<file path="src/rtl/uart_tx_fifo.sv">
// uart_tx_fifo: byte-wide transmit buffer feeding the UART transmitter.
// CPU pushes bytes without polling. A three-state drain FSM hands them one
// at a time to the UART, and the block also builds the MMIO TX status word.
//
// UART handshake:
//   - In IDLE, the FSM pops a byte only when the FIFO is non-empty and
//     tx_busy_flag is low.
//   - The pop presents the byte on tx_data and raises tx_begin_flag for one
//     cycle.
//   - The FSM then waits for tx_busy_flag to rise and fall again. If busy
//     never rises within BUSY_TIMEOUT cycles, the byte is treated as sent.
module uart_tx_fifo #(
    parameter int DEPTH        = 16,
    parameter int ADDR_W       = 4,
    parameter int BUSY_TIMEOUT = 15
) (
    input  logic              clock,
    input  logic              reset_n,
    input  logic              wr_en,
    input  logic [7:0]        wr_data,
    input  logic              clear_overflow,
    input  logic              tx_busy_flag,
    output logic [7:0]        tx_data,
    output logic              tx_begin_flag,
    output logic              empty,
    output logic              full,
    output logic [ADDR_W:0]   count,
    output logic [31:0]       status
);

    localparam int                TMR_W    = $clog2(BUSY_TIMEOUT + 1);
    localparam logic [TMR_W-1:0]  TMR_LOAD = TMR_W'(BUSY_TIMEOUT);
    localparam logic [ADDR_W:0]   DEPTH_C  = (ADDR_W + 1)'(DEPTH);

    typedef enum logic [1:0] {
        IDLE      = 2'd0,
        WAIT_BUSY = 2'd1,
        WAIT_DONE = 2'd2
    } state_e;

    state_e              state_q;
    logic [7:0]          mem_q [DEPTH];
    logic [ADDR_W-1:0]   wr_ptr_q, wr_ptr_d;
    logic [ADDR_W-1:0]   rd_ptr_q, rd_ptr_d;
    logic [ADDR_W:0]     count_q, count_d;
    logic                empty_q, full_q;
    logic                overflow_q, overflow_d;
    logic [TMR_W-1:0]    timer_q;
    logic [7:0]          tx_data_q;
    logic                tx_begin_q;

    logic                push_ok;
    logic                pop;

    // A push is taken only when the FIFO is not full. A pop in the same
    // cycle never makes room for it.
    assign push_ok = wr_en & ~full_q;
    assign pop     = (state_q == IDLE) & ~empty_q & ~tx_busy_flag;

    // Next-state for pointers, occupancy and the sticky overflow flag.
    always_comb begin
        wr_ptr_d   = wr_ptr_q;
        rd_ptr_d   = rd_ptr_q;
        count_d    = count_q;
        overflow_d = overflow_q;
        if (push_ok) begin
            wr_ptr_d = wr_ptr_q + 1'b1;
        end
        if (pop) begin
            rd_ptr_d = rd_ptr_q + 1'b1;
        end
        case ({push_ok, pop})
            2'b10:   count_d = count_q + 1'b1;
            2'b01:   count_d = count_q - 1'b1;
            default: count_d = count_q;
        endcase
        // An overflow in the same cycle as a clear leaves the flag set.
        if (wr_en && full_q) begin
            overflow_d = 1'b1;
        end else if (clear_overflow) begin
            overflow_d = 1'b0;
        end
    end

    // FIFO bookkeeping registers. empty/full are decoded from the next count.
    always_ff @(posedge clock or negedge reset_n) begin
        if (!reset_n) begin
            wr_ptr_q   <= '0;
            rd_ptr_q   <= '0;
            count_q    <= '0;
            empty_q    <= 1'b1;
            full_q     <= 1'b0;
            overflow_q <= 1'b0;
        end else begin
            wr_ptr_q   <= wr_ptr_d;
            rd_ptr_q   <= rd_ptr_d;
            count_q    <= count_d;
            empty_q    <= (count_d == '0);
            full_q     <= (count_d == DEPTH_C);
            overflow_q <= overflow_d;
        end
    end

    // Storage array. Its contents are don't-care after reset because the
    // pointers and count are cleared.
    always_ff @(posedge clock) begin
        if (push_ok) begin
            mem_q[wr_ptr_q] <= wr_data;
        end
    end

    // Drain FSM with registered start pulse, output byte and busy timer.
    always_ff @(posedge clock or negedge reset_n) begin
        if (!reset_n) begin
            state_q    <= IDLE;
            timer_q    <= '0;
            tx_data_q  <= 8'h00;
            tx_begin_q <= 1'b0;
        end else begin
            tx_begin_q <= 1'b0;
            case (state_q)
                IDLE: begin
                    if (pop) begin
                        tx_data_q  <= mem_q[rd_ptr_q];
                        tx_begin_q <= 1'b1;
                        timer_q    <= TMR_LOAD;
                        state_q    <= WAIT_BUSY;
                    end
                end
                WAIT_BUSY: begin
                    if (tx_busy_flag) begin
                        state_q <= WAIT_DONE;
                    end else if (timer_q == '0) begin
                        state_q <= IDLE;
                    end else begin
                        timer_q <= timer_q - 1'b1;
                    end
                end
                WAIT_DONE: begin
                    if (!tx_busy_flag) begin
                        state_q <= IDLE;
                    end
                end
                default: begin
                    state_q <= IDLE;
                end
            endcase
        end
    end

    // MMIO status word. Only bit 3 sees the raw busy input combinationally.
    always_comb begin
        status                 = '0;
        status[0]              = empty_q;
        status[1]              = full_q;
        status[2]              = overflow_q;
        status[3]              = (state_q != IDLE) | tx_busy_flag;
        status[8 +: ADDR_W+1]  = count_q;
    end

    assign tx_data       = tx_data_q;
    assign tx_begin_flag = tx_begin_q;
    assign empty         = empty_q;
    assign full          = full_q;
    assign count         = count_q;

endmodule

</file>
<file path="config.mk">
export PLATFORM = sky130hd
export DESIGN_NAME = uart_tx_fifo
export DESIGN_NICKNAME = d
export VERILOG_FILES = /design/src/rtl/uart_tx_fifo.sv
export SDC_FILE = /design/constraint.sdc
export NUM_CORES = 1
export LEC_CHECK = 0
export BUFFER_PORTS_ARGS = -buffer_cell sky130_fd_sc_hd__buf_4
export CORE_MARGIN = 1
export CORE_UTILIZATION = 45
export CTS_BUF_LIST = sky130_fd_sc_hd__clkbuf_8
export DETAILED_ROUTE_END_ITERATION = 8
export GPL_ROUTABILITY_DRIVEN = 1
export PLACE_DENSITY = 0.66
export SLEW_MARGIN = 5
export SYNTH_ARGS = -nofsm -noshare
export SYNTH_HDL_FRONTEND = slang
export SYNTH_SLANG_ARGS = --single-unit
</file>
<file path="constraint.sdc">
create_clock -name clock -period 2.66 [get_ports clock]
set_input_delay 0.133 -clock clock [delete_from_list [all_inputs] [get_ports clock]]
set_output_delay 0.133 -clock clock [all_outputs]
set_load 0.005 [all_outputs]
</file>
## Word-level counts from Yosys, hierarchy flattened

Memory sizes are Yosys's and may differ from the RTL's. A register that Yosys moved wholly into a read port is not among the register bits.
Cells that the tools add are included.

| operators by class | value |
|---|---|
| reductions and logical operators | 11 |
| bitwise operators | 7 |
| equality and inequality tests | 10 |
| mux-type cells | 16 |
| $add $sub $neg | 5 |

Operators by type and width:

| kind | count |
|---|---|
| 4-bit 2-to-1 mux | 3 |
| 5-bit one-hot mux with 2 select lines | 1 |
| 4-bit by 1-bit adder with 4-bit output (second input constant) | 2 |
| 2-bit 2-to-1 mux | 4 |
| 2-bit != test (second input constant) | 4 |
| 4-bit one-hot mux with 2 select lines | 1 |
| 1-bit 2-to-1 mux | 6 |
| 2-bit one-hot mux with 3 select lines | 1 |
| 2-bit nonzero test | 3 |
| 5-bit by 1-bit adder with 5-bit output (second input constant) | 1 |
| 5-bit == test (second input constant) | 1 |
| 5-bit zero test | 1 |
| 5-bit by 1-bit subtractor with 5-bit output (second input constant) | 1 |
| 2-bit by 1-bit == test with 1-bit output (second input constant) | 2 |
| 2-bit == test (second input constant) | 2 |
| 4-bit zero test | 1 |
| 4-bit AND reduction | 1 |
| 4-bit by 1-bit subtractor with 4-bit output (second input constant) | 1 |
| 1-bit AND | 3 |
| 3-bit != test (second input constant) | 1 |
| 1-bit inverter | 3 |
| 3-bit AND reduction | 1 |
| 2-bit zero test | 1 |
| 2-bit AND reduction | 1 |
| 3 further kinds | 3 |

| storage, ports and cells | value |
|---|---|
| register bits after elaboration | 23 |
| output and inout port bits | 48 |
| input port bits | 13 |
| memories kept | 1 |
| RAM bits | 128 |

Memories:

| name | depth | width | rd ports | clocked after memory_dff | wr ports | RTL line | source |
|---|---|---|---|---|---|---|---|
| mem_q | 16 | 8 | 1 | 1 | 1 | 42 | `logic [7:0] mem_q [DEPTH];` |

## Depth between registers and ports, before layout

Gate-level depths: netlist (run 1).

| depth | value |
|---|---|
| word-level depth | 6 |
| depth in mapped cells | 12 |

## Worst setup path before layout (run 1)

No wires, ideal clock.

| path | value |
|---|---|
| path type | reg2reg |
| start | register state_q[0] |
| end | register full_q (netlist: full) |
| setup time | 88 ps |
| stages on the path, launching flop included | 13 |
| path buffers | 1 |
| required time | 2572 ps |
| arrival | 2626 ps |
| period minus slack after synthesis | 2714 ps |
| path slack | -54 ps |
| cells stage by stage | dfrtp_1 or3_1 or2_2 clkbuf_1 inv_2 ha_1 xor2_1 ha_1 nor2_1 o21a_1 o211ai_1 xnor2_1 nor3b_1 |

| on the way | value |
|---|---|
| cells in the longest elaborated chain, start to end | 6 |
| elaborated cells between the ends (all ways) | 7 |

Ends and longest elaborated chain:

| element | RTL line | source |
|---|---|---|
| from (decl) | 41 | `state_e state_q;` |
| from (signal assigned) | 115 | `state_q <= IDLE;` |
| from (signal assigned) | 127 | `state_q <= WAIT_BUSY;` |
| from (signal assigned) | 132 | `state_q <= WAIT_DONE;` |
| 2-bit zero test (*) | 58 | `assign pop = (state_q == IDLE) & ~empty_q & ~tx_busy_flag;` |
| 1-bit AND (*) (2 in a row) | 58 |  |
| named net pop | 53 | `logic pop;` |
| 2-bit by 1-bit == test with 1-bit output or 2-bit == test (tied branches) | 72 | `case ({push_ok, pop})` |
| 5-bit one-hot mux with 2 select lines (*) | 72 |  |
| named net count_d[4] | 45 | `logic [ADDR_W:0] count_q, count_d;` |
| 5-bit == test (*) | 99 | `full_q <= (count_d == DEPTH_C);` |
| to (signal assigned) | 99 |  |
| to (decl) | 46 | `logic empty_q, full_q;` |

The timed path passes the listed nets; every way through them passes the cells marked *.
A chain may end at the register's enable or synchronous reset.

## Final worst setup path (run 1)

Same ends and word-level chain as after synthesis.

==> results by group, run 1 <==
Global routing
  – Overall Global Routing Usage: ~18%
  – Initial antenna violation count: 0
  – GRT Residual Overflow: 0
  – Largest net degree at the start of global routing: 35
  – Vias in the first global route: around 3400
  – Global-route wire length before repair: ~19000 µm

Timing
  – Clock Skew: between 10 and 15 ps
  – Tcrit/Tclk final: approximately 96%
  – Final setup violation count: 0
  – Pins over their slew limit: 0
  – Worst-Margin Slew: just over 700 ps
  – Fmax: 0.391 GHz
  – Final Hold Vio Count: 0
  – Slew HR: around half
  – Worst Hold Slack: between 100 and 150 ps
  – Post-route setup slack: about 100 ps
  – Fin crit period: about 2600 ps
  – RSZ-0062 raised after global routing: yes

Setup path
  – Reg-to-reg endpoint: full
  – Worst EP arrival: a little under 3000 ps
  – Setup CP Type: reg -> reg
  – Critical-path cell list: or3_4 -> or2_4 -> inv_4 -> ha_4 -> xor2_1 -> ha_2 -> nor2_2 -> o31ai_2 -> o211ai_1 -> xnor2_1 -> nor3b_2
  – Stages on worst setup path: 11
  – Slowest CP cell: or3_4
  – Required @ worst endpoint: 3050 ps
  – Worst Path Buf+Inv: 1
  – CP delay by family, top: simple AND/OR/NAND/NOR gates
  – Origin of the worst setup path: state_q[0]
  – Reg-to-reg slack, setup: 100 ps
  – CP Max Fanout: 3
  – Crit path to: full
  – R2R cell count: 11
  – Setup crit end kind: register
  – Crit-path max cell delay: between 300 and 400 ps
  – FF-to-FF Start: state_q[0]
  – Startpoint Class: register

Floorplan
  – I/O Pins: slightly above 60
  – Die Y-Extent: around 120 µm
  – Core Footprint: around 15000 µm²
  – Die area: 15400 µm²
  – Die Width: 124 µm
  – Std-Cell Rows: between 40 and 50
  – Initial Util: 46.2%

Yosys
  – Synth warn: 0
  – Synth Cell Area: about 6700 µm²
  – Synth async-reset ratio: between 10% and 20%
  – Ys flop type: edfxtp_1
  – Flip-flop and latch count after synthesis: between 150 and 200
  – Cell variety after synth: between 40 and 50
  – Avg Inst Size Synth: 17.2 µm²
  – Synthesized instance count: 390
  – Sequential area share after synthesis: a little under 70%
  – Number of synthesized flops with an enable pin: roughly 130

Hold path
  – Hold Path Class: in -> async

Clock network
  – Clk pin slew, worst setup/hold paths: approximately 80 ps
  – Clk_lat worst skew: between 400 and 500 ps
  – CTS max path bufs: 2
  – H-tree depth: 4
  – CTS tree: yes
  – CTS Sinks: between 150 and 200
  – Cts bufs inserted: 17
  – Root Driver: clkbuf_8

Power and ir drop
  – Power density over the cells: approximately 1000 nW/µm²
  – Max VDD drop: 0.000373 V
  – Power consumption: about 7.9 mW
  – Lkg Pwr: roughly 2.8 nW

Flow run
  – Max-cap viol count: 0

Final layout
  – Layout cell share with drive strength beyond 1: between 20% and 30%
  – Register area: roughly 4600 µm²
  – Fill cells: approximately 1200
  – Area growth syn-to-layout: 14.3%
  – Nets: approximately 470
  – Multi-input combinational cell area: between 1500 and 2000 µm²
  – Ant. Diodes: 0

Drt
  – Routed wire length: 12200 µm
  – Initial DRC Count: 273
  – Via density: between 5 and 6
  – Drt first pass iters: 5
  – # DRC: 0
  – Routed Antenna Nets: 0
  – Avg WL per Cell: 18.9 µm
  – Routed via count: between 3000 and 4000

Placement
  – Hpwl dp: between 7000 and 8000 µm
  – I/O Buffers: 37
  – GPL Wtd Cong: ~0.75
  – Placement Setup Slack: 18.3 ps

Outcome
  – Outcome: finished clean
-- cell usage after synthesis (all sizes together), types with 2 or more instances --
cell type    n  area (µm²)
o21ai        4        20.0
buf         41         302
nor2b        4        25.0
and2        18         113
mux2i       10         100
a31oi        5        31.3
o22ai        2        12.5
clkbuf       7        26.3
inv         13        48.8
a21oi        5        25.0
nor3b        3        22.5
or3          2        12.5
xor2         4        35.0
mux4        32         743
a221o        6        60.1
mux2         6        67.6
nand2       15        56.3
nor3         9        45.0
nor2        11        41.3
edfxtp     128        3840
xnor2       10        87.6
ha           9         113
dfrtp       30         751
nand4        2        12.5
-- through the flow --
stage	setup TNS (ps)	instance area [µm²]	util, %	cells
after floorplan	0	6810	-	412
after global placement	0	7070	48.7	593
after detailed placement	0	7070	48.7	593
after CTS	0	7620	52.4	639
after global routing	-73.2	7670	52.8	642
final	0	7670	52.8	642
-- per-layer routing --
layer	track usage (%)	up-vias	wire, µm
met5	0	-	0
met4	7.96	0	203
met3	4.90	14	670
met2	27.2	105	5950
met1	23.5	1763	5340
li1	-	1541	-
-- worst min-delay path by stage --
stage               slack (ps)  cells after the start           to     from
floorplan                 -160                      0     count[0]  reset_n
global placement           110                      1  wr_ptr_q[0]  reset_n
detailed placement         110                      1  wr_ptr_q[0]  reset_n
CTS                        140                      2  wr_ptr_q[2]  reset_n
global route               170                      2     count[1]  reset_n
finish                     140                      2  wr_ptr_q[2]  reset_n
-- cell type report --
type / count / share of cell area [%]
inverter: 13 / 0.669
clock buffer: 18 / 3.23
sequential: 159 / 60.3
timing repair buffer: 62 / 6.79
tap: 184 / 3.00
multi-input combinational: 192 / 24.0
clock inverter: 14 / 2.04
-- cells by family after synthesis --
group                      Yosys count  share of synthesized area (%)
and+or+nand+nor                     70                           5.48
muxes                               48                           13.6
adders and majority gates            9                           1.68
AOI/OAI and AO/OA                   28                           2.95
buffers and inverters               61                           5.61
DFF                                159                           68.8
other                                1                         0.0559
xor gates and xnor gates            14                           1.83
-- where the power goes --
part           leakage, nW  internal (mW)  switching, mW  total, mW
Sequential            1.52           3.11          0.334       3.45
Clock                0.197          0.874          0.931       1.80
Combinational         1.06           1.39           1.25       2.65
-- sequential cells by signal, indices dropped and copies added (netlist names) --
register and count:
timer_q 4, empty 1, tx_data 8, count 5, full 1, state_q 2
wr_ptr_q 4, mem_q 128, tx_begin_flag 1, overflow_q 1, rd_ptr_q 4
-- layout by cell type (no fill, tap or decap), types with 6 or more instances in the layout --
cell and n:
conb_1 23, nand2_1 15, mux4_1 6, and2_1 18, mux2_2 6, clkbuf_8 18
xnor2_1 10, dlygate4sd3_1 12, nor2_1 10, a221o_1 6, inv_1 13, buf_4 48
edfxtp_1 128, ha_1 7, dfrtp_1 29, nor3_1 8, mux2i_1 10, mux4_2 26
-- repair_timing --
item	CTS	global route
buffers inserted	2	3
endpoints found under the setup margin	1	3
hold endpoints to repair	161	0
hold buffers	12	0
pin swaps	3	6
cloned	0	0
resized for setup	2	7
Power figures use the tool's default switching activity.
==> run 2: changes to the inputs <==
--- a/config.mk
+++ b/config.mk
@@ -7,11 +7,11 @@
 export LEC_CHECK = 0
 export BUFFER_PORTS_ARGS = -buffer_cell sky130_fd_sc_hd__buf_4
 export CORE_MARGIN = 1
-export CORE_UTILIZATION = 45
+export CORE_UTILIZATION = 55
 export CTS_BUF_LIST = sky130_fd_sc_hd__clkbuf_8
 export DETAILED_ROUTE_END_ITERATION = 8
 export GPL_ROUTABILITY_DRIVEN = 1
-export PLACE_DENSITY = 0.66
+export PLACE_DENSITY = 0.78
 export SLEW_MARGIN = 5
 export SYNTH_ARGS = -nofsm -noshare
 export SYNTH_HDL_FRONTEND = slang
==> results by group, run 2 (same netlist as run 1, synthesis figures left out) <==
Placement
  – I/O Buffers: 37 (unchanged)
  – Number of placed instances, taps included: 552 (was 593)
  – Placed cell areas: 7010 µm² (was 7070 µm²)
  – Hpwl dp: 7810 µm (was 7630 µm)
  – GPL Wtd Cong: 0.840 (was 0.751)

Clock network
  – CTS max path bufs: 2 (unchanged)
  – CTS Sinks: 159 (unchanged)
  – CTS tree: yes (unchanged)
  – Cts bufs inserted: 17 (unchanged)
  – Clk pin slew, worst setup/hold paths: 90 ps (was 80 ps)
  – H-tree depth: 4 (unchanged)
  – Root Driver: clkbuf_8 (unchanged)
  – Clk_lat worst skew: 460 ps (was 470 ps)

Timing
  – Clock Skew: 13.1 ps (was 13.0 ps)
  – Worst-Margin Slew: 655 ps (was 724 ps)
  – Tcrit/Tclk final: 103% (was 96.1%)
  – Fin crit period: 2750 ps (was 2560 ps)
  – Slew HR: 56.4% (was 51.7%)
  – Final setup violation count: 2 (was 0)
  – Post-route setup slack: -92.2 ps (was 104 ps)
  – Final Hold Vio Count: 0 (unchanged)
  – RSZ-0062 raised after global routing: yes (unchanged)
  – Worst Hold Slack: 146 ps (was 143 ps)
  – Pins over their slew limit: 0 (unchanged)
  – Fmax: 0.363 GHz (was 0.391 GHz)
  – Setup TNS: -138 ps (was 0 ps)

Setup path
  – CP Max Fanout: 5 (was 3)
  – Setup CP Type: reg -> reg (unchanged)
  – Critical-path cell list: or3_4 -> or2_4 -> inv_4 -> ha_4 -> xor2_1 -> ha_2 -> nor2_4 -> o31ai_2 -> o211ai_1 -> xnor2_1 -> nor3b_2 (was or3_4 -> or2_4 -> inv_4 -> ha_4 -> xor2_1 -> ha_2 -> nor2_2 -> o31ai_2 -> o211ai_1 -> xnor2_1 -> nor3b_2)
  – Crit-path max cell delay: 390 ps (about the same)
  – Origin of the worst setup path: state_q[0] (unchanged)
  – Worst EP arrival: 3120 ps (was 2950 ps)
  – Required @ worst endpoint: 3030 ps (was 3050 ps)
  – Startpoint Class: register (unchanged)
  – Setup crit end kind: register (unchanged)
  – FF-to-FF Start: state_q[0] (unchanged)
  – Slowest CP cell: dfrtp_1 (was or3_4)
  – CP delay by family, top: simple AND/OR/NAND/NOR gates (unchanged)
  – Worst Path Buf+Inv: 1 (unchanged)

Global routing
  – GRT Residual Overflow: 0 (unchanged)
  – Initial antenna violation count: 0 (unchanged)
  – Overall Global Routing Usage: 21.5% (was 17.7%)
  – Largest net degree at the start of global routing: 35 (unchanged)
  – Vias in the first global route: 3410 (was 3384)
  – Global-route wire length before repair: 19400 µm (was 18800 µm)

Floorplan
  – I/O Pins: 61 (unchanged)
  – Die area: 12700 µm² (was 15400 µm²)
  – Die Width: 112 µm (was 124 µm)
  – Die Y-Extent: 112 µm (was 124 µm)
  – Core Footprint: 11700 µm² (was 14500 µm²)
  – Initial Util: 57.6% (was 46.2%)
  – Std-Cell Rows: 39 (was 44)

Final layout
  – Most frequent cells in the layout: 128 x edfxtp_1, 48 x buf_4, 29 x dfrtp_1, 26 x mux4_2, 23 x conb_1 (unchanged)
  – Area growth syn-to-layout: 13.1% (was 14.3%)
  – Fin cells: 600 (was 642)
  – Most common cell after layout, fill and taps aside: edfxtp_1 (unchanged)
  – Multi-input combinational cell area: 1850 µm² (was 1840 µm²)
  – Register area: 4620 µm² (unchanged)
  – Biggest register: mem_q (unchanged)
  – Finished Cell Area: 7590 µm² (was 7670 µm²)
  – Nets: 466 (was 467)
  – Ant. Diodes: 0 (unchanged)
  – Fill cells: 774 (was 1192)
  – Layout cell share with drive strength beyond 1: 26.9% (was 27.3%)
  – Max reg flops: 128 (unchanged)

Drt
  – # DRC: 0 (unchanged)
  – Via density: 5.80 (was 5.33)
  – Routed Antenna Nets: 0 (unchanged)
  – Routed via count: 3482 (was 3423)
  – Avg WL per Cell: 21.2 µm (was 18.9 µm)
  – Initial DRC Count: 315 (was 273)
  – Routed wire length: 12700 µm (was 12200 µm)
  – Drt first pass iters: 5 (unchanged)

Power and ir drop
  – Power density over the cells: 1040 nW/µm² (was 1030 nW/µm²)
  – Max VDD drop: 0.000385 V (was 0.000373 V)
  – Power consumption: 7.89 mW (was 7.90 mW)
  – Lkg Pwr: 2.78 nW (about the same)

Hold path
  – Hold Path Class: in -> async (unchanged)

Outcome
  – Outcome: finished, violations left (was finished clean)
  – Failing checks: setup timing

Flow run
  – Max-cap viol count: 0 (unchanged)
run 2: changes by cell type in the layout (fill, tap and decap cells not counted), sizes merged:
cell	change
inv	+2
buf	-1
clkbuf	-1
clkinv	+1
clkinvlp	-2
run 2: power by group:
group          internal (mW)  switching (mW)  total (mW)
Clock                  0.848           0.932        1.78
Sequential              3.12           0.304        3.42
Combinational           1.35            1.34        2.69
run 2: per-layer routing:
layer / wire [µm] / global-route usage, %
met1: 5310 / 29.3
met2: 6420 / 33.8
met3: 829 / 5.45
met4: 177 / 8.71
met5: 0 / 0
run 2: through the flow:
step / utilization (%) / worst slack [ps]
after floorplan: - / 45.0
after global placement: 60.1 / 159
after detailed placement: 60.1 / -97.5
after CTS: 64.6 / 0.132
after global routing: 65.1 / -146
final: 65.1 / -92.2
run 2: path summary, 6_finish.rpt:
| path | end | slack (ps) | depth (start not counted) |
|---|---|---|---|
| max in group asynchronous | empty | 2170 | 2 |
| setup reg to reg | full | -90 | 11 |
| hold reg to reg | timer_q[0] | 500 | 1 |
| min in group clock | wr_ptr_q[0] | 250 | 4 |
| hold / removal | wr_ptr_q[1] | 150 | 2 |
| setup / recovery | full | -90 | 11 |
run 2: repair_timing:
action,4_1_cts,5_1_grt
hold buffers,12,0
pin swaps,2,5
buffers inserted,1,3
gates resized for setup,2,8
endpoints found under the hold margin,161,0
endpoints found under the setup margin,1,2
run 2: layout make-up:
type | count | share of cell area, %
flip-flops and latches | 159 | 60.9
multi-input cells | 192 | 24.3
repair buffers | 61 | 6.59
clock buffers | 17 | 3.08
well taps | 143 | 2.36
clock inverters | 15 | 2.09
inverters | 13 | 0.676
